File: src/rtl/cla16_registered.sv
// 16-bit two-level carry-lookahead adder with registered sum, carry vector and group P/G.
// Four 4-bit lookahead blocks feed a second-level unit that produces the block carry-ins.
module cla16_registered (
   input  logic        clk,
   input  logic        rst_n,
   input  logic [15:0] A,
   input  logic [15:0] B,
   input  logic        C0,
   output logic [15:0] C,
   output logic [15:0] S,
   output logic        P,
   output logic        G
);

   logic [15:0] p;
   logic [15:0] g;
   logic [3:0]  pb;
   logic [3:0]  gb;
   logic [4:0]  cb;
   logic [16:0] c;
   logic        p_grp;
   logic        g_grp;

   assign p = A ^ B;
   assign g = A & B;

   always_comb begin
      pb = '0;
      gb = '0;
      for (int k = 0; k < 4; k++) begin
         pb[k] = p[4*k+3] & p[4*k+2] & p[4*k+1] & p[4*k];
         gb[k] = g[4*k+3]
               | (p[4*k+3] & g[4*k+2])
               | (p[4*k+3] & p[4*k+2] & g[4*k+1])
               | (p[4*k+3] & p[4*k+2] & p[4*k+1] & g[4*k]);
      end
   end

   // Second level: group terms exclude C0 so the block composes into wider adders.
   assign p_grp = &pb;
   assign g_grp = gb[3]
                | (pb[3] & gb[2])
                | (pb[3] & pb[2] & gb[1])
                | (pb[3] & pb[2] & pb[1] & gb[0]);

   assign cb[0] = C0;
   assign cb[1] = gb[0] | (pb[0] & C0);
   assign cb[2] = gb[1] | (pb[1] & gb[0]) | (pb[1] & pb[0] & C0);
   assign cb[3] = gb[2] | (pb[2] & gb[1]) | (pb[2] & pb[1] & gb[0])
                | (pb[2] & pb[1] & pb[0] & C0);
   assign cb[4] = g_grp | (p_grp & C0);

   always_comb begin
      c = '0;
      for (int k = 0; k < 4; k++) begin
         c[4*k]   = cb[k];
         c[4*k+1] = g[4*k] | (p[4*k] & cb[k]);
         c[4*k+2] = g[4*k+1] | (p[4*k+1] & g[4*k]) | (p[4*k+1] & p[4*k] & cb[k]);
         c[4*k+3] = g[4*k+2] | (p[4*k+2] & g[4*k+1])
                  | (p[4*k+2] & p[4*k+1] & g[4*k])
                  | (p[4*k+2] & p[4*k+1] & p[4*k] & cb[k]);
      end
      c[16] = cb[4];
   end

   always_ff @(posedge clk or negedge rst_n) begin
      if (!rst_n) begin
         S <= '0;
         C <= '0;
         P <= 1'b0;
         G <= 1'b0;
      end else begin
         S <= p ^ c[15:0];
         C <= c[16:1];
         P <= p_grp;
         G <= g_grp;
      end
   end

endmodule

File: config.mk
export PLATFORM = sky130hd
export DESIGN_NAME = cla16_registered
export DESIGN_NICKNAME = d
export VERILOG_FILES = /design/src/rtl/cla16_registered.sv
export SDC_FILE = /design/constraint.sdc
export NUM_CORES = 1
export LEC_CHECK = 0
export ABC_AREA = 1
export CORE_UTILIZATION = 44
export CTS_CLUSTER_DIAMETER = 40
export DETAILED_ROUTE_END_ITERATION = 7
export HOLD_SLACK_MARGIN = 0.05
export PLACE_DENSITY_LB_ADDON = 0.25
export SLEW_MARGIN = 20
export SYNTH_ARGS = -nofsm -noshare
export SYNTH_HDL_FRONTEND = slang
export SYNTH_SLANG_ARGS = --single-unit
File: constraint.sdc
create_clock -name clk -period 0.8 [get_ports clk]
set_input_delay 0.2 -clock clk [delete_from_list [all_inputs] [get_ports clk]]
set_output_delay 0.2 -clock clk [all_outputs]
set_load 0.005 [all_outputs]
# After elaboration in Yosys (flattened, before gate mapping)
# Index checks and enable logic that the tools add are counted.
[totals] wordCells=129 regBits=34
[op_classes] n_reduce_logical=1 bitwise_logic=124
[op_table] operator="$and A1 B1 Y1" n=75
[op_table] operator="$or A1 B1 Y1" n=46
[op_table] operator="$xor A16 B16 Y16" n=2
[op_table] operator="$and A16 B16 Y16" n=1
[op_table] operator="$reduce_and A4 Y1" n=1

# Depth between registers and ports, before layout
[depth] ltp_word=12 ltp_mapped=11 depth_no_buf=11

# Worst setup path after synthesis
# No wires, ideal clock.
[synth_path] path_type="input -> register" startpoint="input port A[6]" endpoint="register S[13]" cell_stages=10 setup_slack_ns=-0.895 setup_time_ns=0.123 required_ns=0.677 arrival_time_ns=1.573 path_cell_list="ha_1 nand2_2 nor2_4 inv_2 nor2_4 nand2_2 nand3_2 inv_1 fa_1 xnor2_1"
[synth_via] elab_chain_cells=12 word_cells_on_any_way=22
[synth_lines] element="from (decl)" line_no="6" text="input logic [15:0] A,"
[synth_lines] element="$and A16 B16 Y16 or $xor A16 B16 Y16 (tied branches)" line_no="25, 24"
[synth_lines] element="$and A1 B1 Y1, on equally long branches"
[synth_lines] element="$or A1 B1 Y1, or another cell as far along" line_no="33" text="| (p[4*k+3] & g[4*k+2])"
[synth_lines] element="$or A1 B1 Y1 or $and A1 B1 Y1 (tied branches)" line_no="34, 35"
[synth_lines] element="$or A1 B1 Y1" line_no="35" text="| (p[4*k+3] & p[4*k+2] & p[4*k+1] & g[4*k]);"
[synth_lines] element="$and A1 B1 Y1" line_no="49" text="assign cb[3] = gb[2] | (pb[2] & gb[1]) | (pb[2] & pb[1] & gb[0])"
[synth_lines] element="$or A1 B1 Y1 (2 in a row)" line_no="49"
[synth_lines] element="$or A1 B1 Y1 *" line_no="50" text="| (pb[2] & pb[1] & pb[0] & C0);"
[synth_lines] element="via c[12]" line_no="20" text="logic [16:0] c;"
[synth_lines] element="$and A1 B1 Y1 *" line_no="57" text="c[4*k+1] = g[4*k] | (p[4*k] & cb[k]);"
[synth_lines] element="$or A1 B1 Y1 *" line_no="57"
[synth_lines] element="$xor A16 B16 Y16 *" line_no="73" text="S <= p ^ c[15:0];"
[synth_lines] element="to (signal assigned)" line_no="73"
[synth_lines] element="to (decl)" line_no="10" text="output logic [15:0] S,"
# The timed path passes the listed nets; every way through them passes the cells marked *.

# Final worst setup path
[layout_path] startpoint="input port A[1]" endpoint="register S[8]"
[layout_via] elab_chain_cells=8 word_cells_on_any_way=14
[layout_lines] element="$and A16 B16 Y16 or $xor A16 B16 Y16 (tied branches)" line_no="25, 24"
[layout_lines] element="$and A1 B1 Y1, on equally long branches" line_no="34, 31, 35"
[layout_lines] element="$or A1 B1 Y1 or $and A1 B1 Y1 (tied branches)" line_no="34, 35"
[layout_lines] element="$or A1 B1 Y1" line_no="35"
[layout_lines] element="$and A1 B1 Y1" line_no="48" text="assign cb[2] = gb[1] | (pb[1] & gb[0]) | (pb[1] & pb[0] & C0);"
[layout_lines] element="$or A1 B1 Y1" line_no="48"
[layout_lines] element="$or A1 B1 Y1 *" line_no="48"
[layout_lines] element="via c[8]" line_no="20"
[layout_lines] element="$xor A16 B16 Y16 *" line_no="73"
# Marked as above.

==> reports/metrics.csv <==
stage;metric;value;unit
yosys;flops & latches, synth;34;
route;DR WL/cell;14.77;um
critical_path;critical path type;in -> reg;
clock_tree;TritonCTS clock tree;built;
route;DRT iter0 DRCs;49;
yosys;yosys warns;0;
floorplanning;Top Ports;69;
clock_tree;htree depth;2;
layout;layout cells sized above 1;65.11;%
flow_run;max cap viols;0;
timing;RSZ-0062 raised after global routing;yes;
clock_tree;clk buf depth;2;
pwr;Design Power;5.355;mW
layout;fin nets;376;
timing;Fin Setup TNS;-20.15;ns
worst_hold_path;HP Class;in -> reg;
placement;post-DP HPWL;3379;um
pwr;Leakage Power;1.759;nW
clock_tree;Root Buffer;clkbuf_8;
yosys;syn_nets;252;
placement;DP Cell Count;345;
yosys;commonest cells in the netlist;inv_1, nand2_1, dfrtp_1;
global_route;total gr overflow;0;
route;Remaining DRCs;0;
floorplanning;DIE AREA;4437;um2
critical_path;critical path startpoint category;input pin;
yosys;Yosys top cell area share;46.32;%
yosys;Synth area leader;dfrtp_1;
pwr;Pwr Density;1585;nW/um2
timing;Tcrit/Tclk final;189.6;%
yosys;synth top area cells;dfrtp_1, ha_1, inv_1;
layout;Final Non-Filler Cells;371;
yosys;Syn Inst Count;197;
layout;Ant. Diodes;0;
pwr;internal power;3.676;mW
outcome;status;finished, violations left;
timing;worst-margin pin slew;0.2956;ns
yosys;Synth cell types;23;
global_route;initial antenna violation count;0;
yosys;sequential share of the synthesized area;46.32;%
critical_path;WP buf/inv;4;
floorplanning;die width;66.61;um
timing;Slew Limit Headroom;80.09;%
critical_path;Critical Path Max Stage Delay;0.50;ns
floorplanning;Core Footprint;4000;um2
global_route;first-pass GRT wire length;8493;um
timing;final worst setup slack;-0.7168;ns
placement;Routability Congestion;0.7615;
layout;Util after Layout;84.49;%
route;post-route ant nets;0;
critical_path;Crit path required time;0.99;ns
pwr;clock power share;22.5;%
outcome;failing checks;setup timing;
yosys;Post-synth EDFFs;0;
pwr;part of the power in combinational logic;39.4;%
timing;final setup fails;67;
pwr;sequential power share;38.1;%
pwr;Sw Share;31.35;%
timing;min cycle time layout;1.517;ns
pwr;Peak VDD IR;1.318;mV
yosys;most frequent cell after synthesis;inv_1;
timing;Peak Freq;659.3;MHz
critical_path;crit-path cells;buf_2, ha_4, inv_2, nor2_4, nand2_1, nand2_2, nand2_2, nand3_4, inv_2, fa_2, inv_1;
placement;# port buffers;68;
route;Routed WL;5480;um
pwr;Switch Pwr;1.679;mW
placement;pre-CTS setup slack;-1.428;ns
yosys;post-synthesis area per instance;9.324;um2
critical_path;Critical Path Sink Type;flop;
critical_path;critical path's top delay family;adder cells;
floorplanning;die height;66.61;um
floorplanning;row count;23;
yosys;Cell Area, Synth;1837;um2
layout;Layout Area Growth over Synthesis;83.99;%
route;DRT Pass-1 Iters;6;
clock_tree;CTS Buf Count;5;
timing;final hold violation count;0;
floorplanning;initial core utilization;45.92;%
global_route;largest net degree at the start of global routing;35;
critical_path;maximum fanout along the worst path;3;
route;Vias;1790;
critical_path;CP max stage cell;fa_2;
timing;Slew Viols, Final;0;
critical_path;Worst EP arrival;1.71;ns
route;drt via density;4.825;
clock_tree;CTS sink cnt;34;
yosys;async set-reset flop share out of synthesis;100.0;%
yosys;main flop type after synthesis;dfrtp_1;
clock_tree;Clock transition at path regs;0.07;ns
global_route;global router's overall resource usage;26.56;%
global_route;vias in the first global route;1850;
## registers in the layout, summed over array words and instances, names as in the netlist
name  count
P         1
S        16
C        16
G         1
## stage by stage
stage          hold WS [ns]  area (um2)
5_1_grt              0.2519        3379
6_report             0.2461        3379
2_1_floorplan      -0.09559        2033
4_1_cts              0.2384        3246
3_5_place_dp         0.5907        3014
3_3_place_gp         0.5924        3014
## tightest hold or removal path, stage by stage
cell and delay, ns:
buf_6 0.07, ha_4 0.13, a221oi_2 0.04, nand2_2 0.05
## layout make-up
| cell class | instances | area (um2) |
|---|---|---|
| Sequential cell | 34 | 850.8 |
| Multi-Input combinational cell | 118 | 1261 |
| Tap cell | 50 | 62.56 |
| Fill cell | 211 | 620.6 |
| Timing Repair Buffer | 117 | 949.7 |
| Clock inverter | 2 | 10.01 |
| Inverter | 45 | 176.4 |
| Clock buffer | 5 | 68.82 |
## final timing paths
kind | startpoint | cells past startpoint | end
min in group asynchronous | rst_n | 2 | C[4]
max in group asynchronous | rst_n | 2 | C[11]
setup / recovery | A[1] | 11 | S[8]
hold / removal | B[10] | 4 | C[10]
## layout by cell type, fill, tap and decap left out, drive strengths merged, types with 2 or more instances in the layout
cell type and instances:
fa 4, nand3 12, buf 108, nor2 13, xnor2 4, nand2 55
ha 16, a21oi 4, dlygate4sd2 8, inv 45, a21o 2, a221oi 3
clkinv 2, clkbuf 5, dfrtp 34, xor2 2
## logic make-up after synthesis
group	count (synthesis)	share of synthesized area (%)
and+or+nand+nor	81	22.21
buffers and inverters	45	9.196
DFF	34	46.32
adders and majority gates	20	15.26
AOI/OAI and AO/OA	11	4.155
xor gates and xnor gates	6	2.861
## power groups by stage
stage | clock network [mW] | logic, mW | registers, mW
global route | 1.27 | 2.30 | 2.06
floorplan | 0 | 0.714 | 2.11
detailed placement | 0 | 1.88 | 2.08
finish | 1.20 | 2.11 | 2.04
CTS | 1.21 | 1.96 | 2.04
global placement | 0 | 1.80 | 2.08
## routing by layer
layer | part of all wire, % | vias up | track usage [%] | wire length, um
li1 | - | 847 | - | -
met4 | 2.8 | 0 | 11.97 | 155
met1 | 38 | 860 | 29.86 | 2092
met2 | 53 | 64 | 46.84 | 2901
met5 | 0 | - | 0 | 0
met3 | 6.1 | 19 | 6.507 | 332
## repair_timing
item | CTS | global route
gates resized for setup | 322 | 29
buffers inserted | 20 | 8
hold buffers | 0 | 0
pin swaps | 50 | 26
endpoints found under the setup margin | 68 | 67
(Power assumes the default switching activity.)
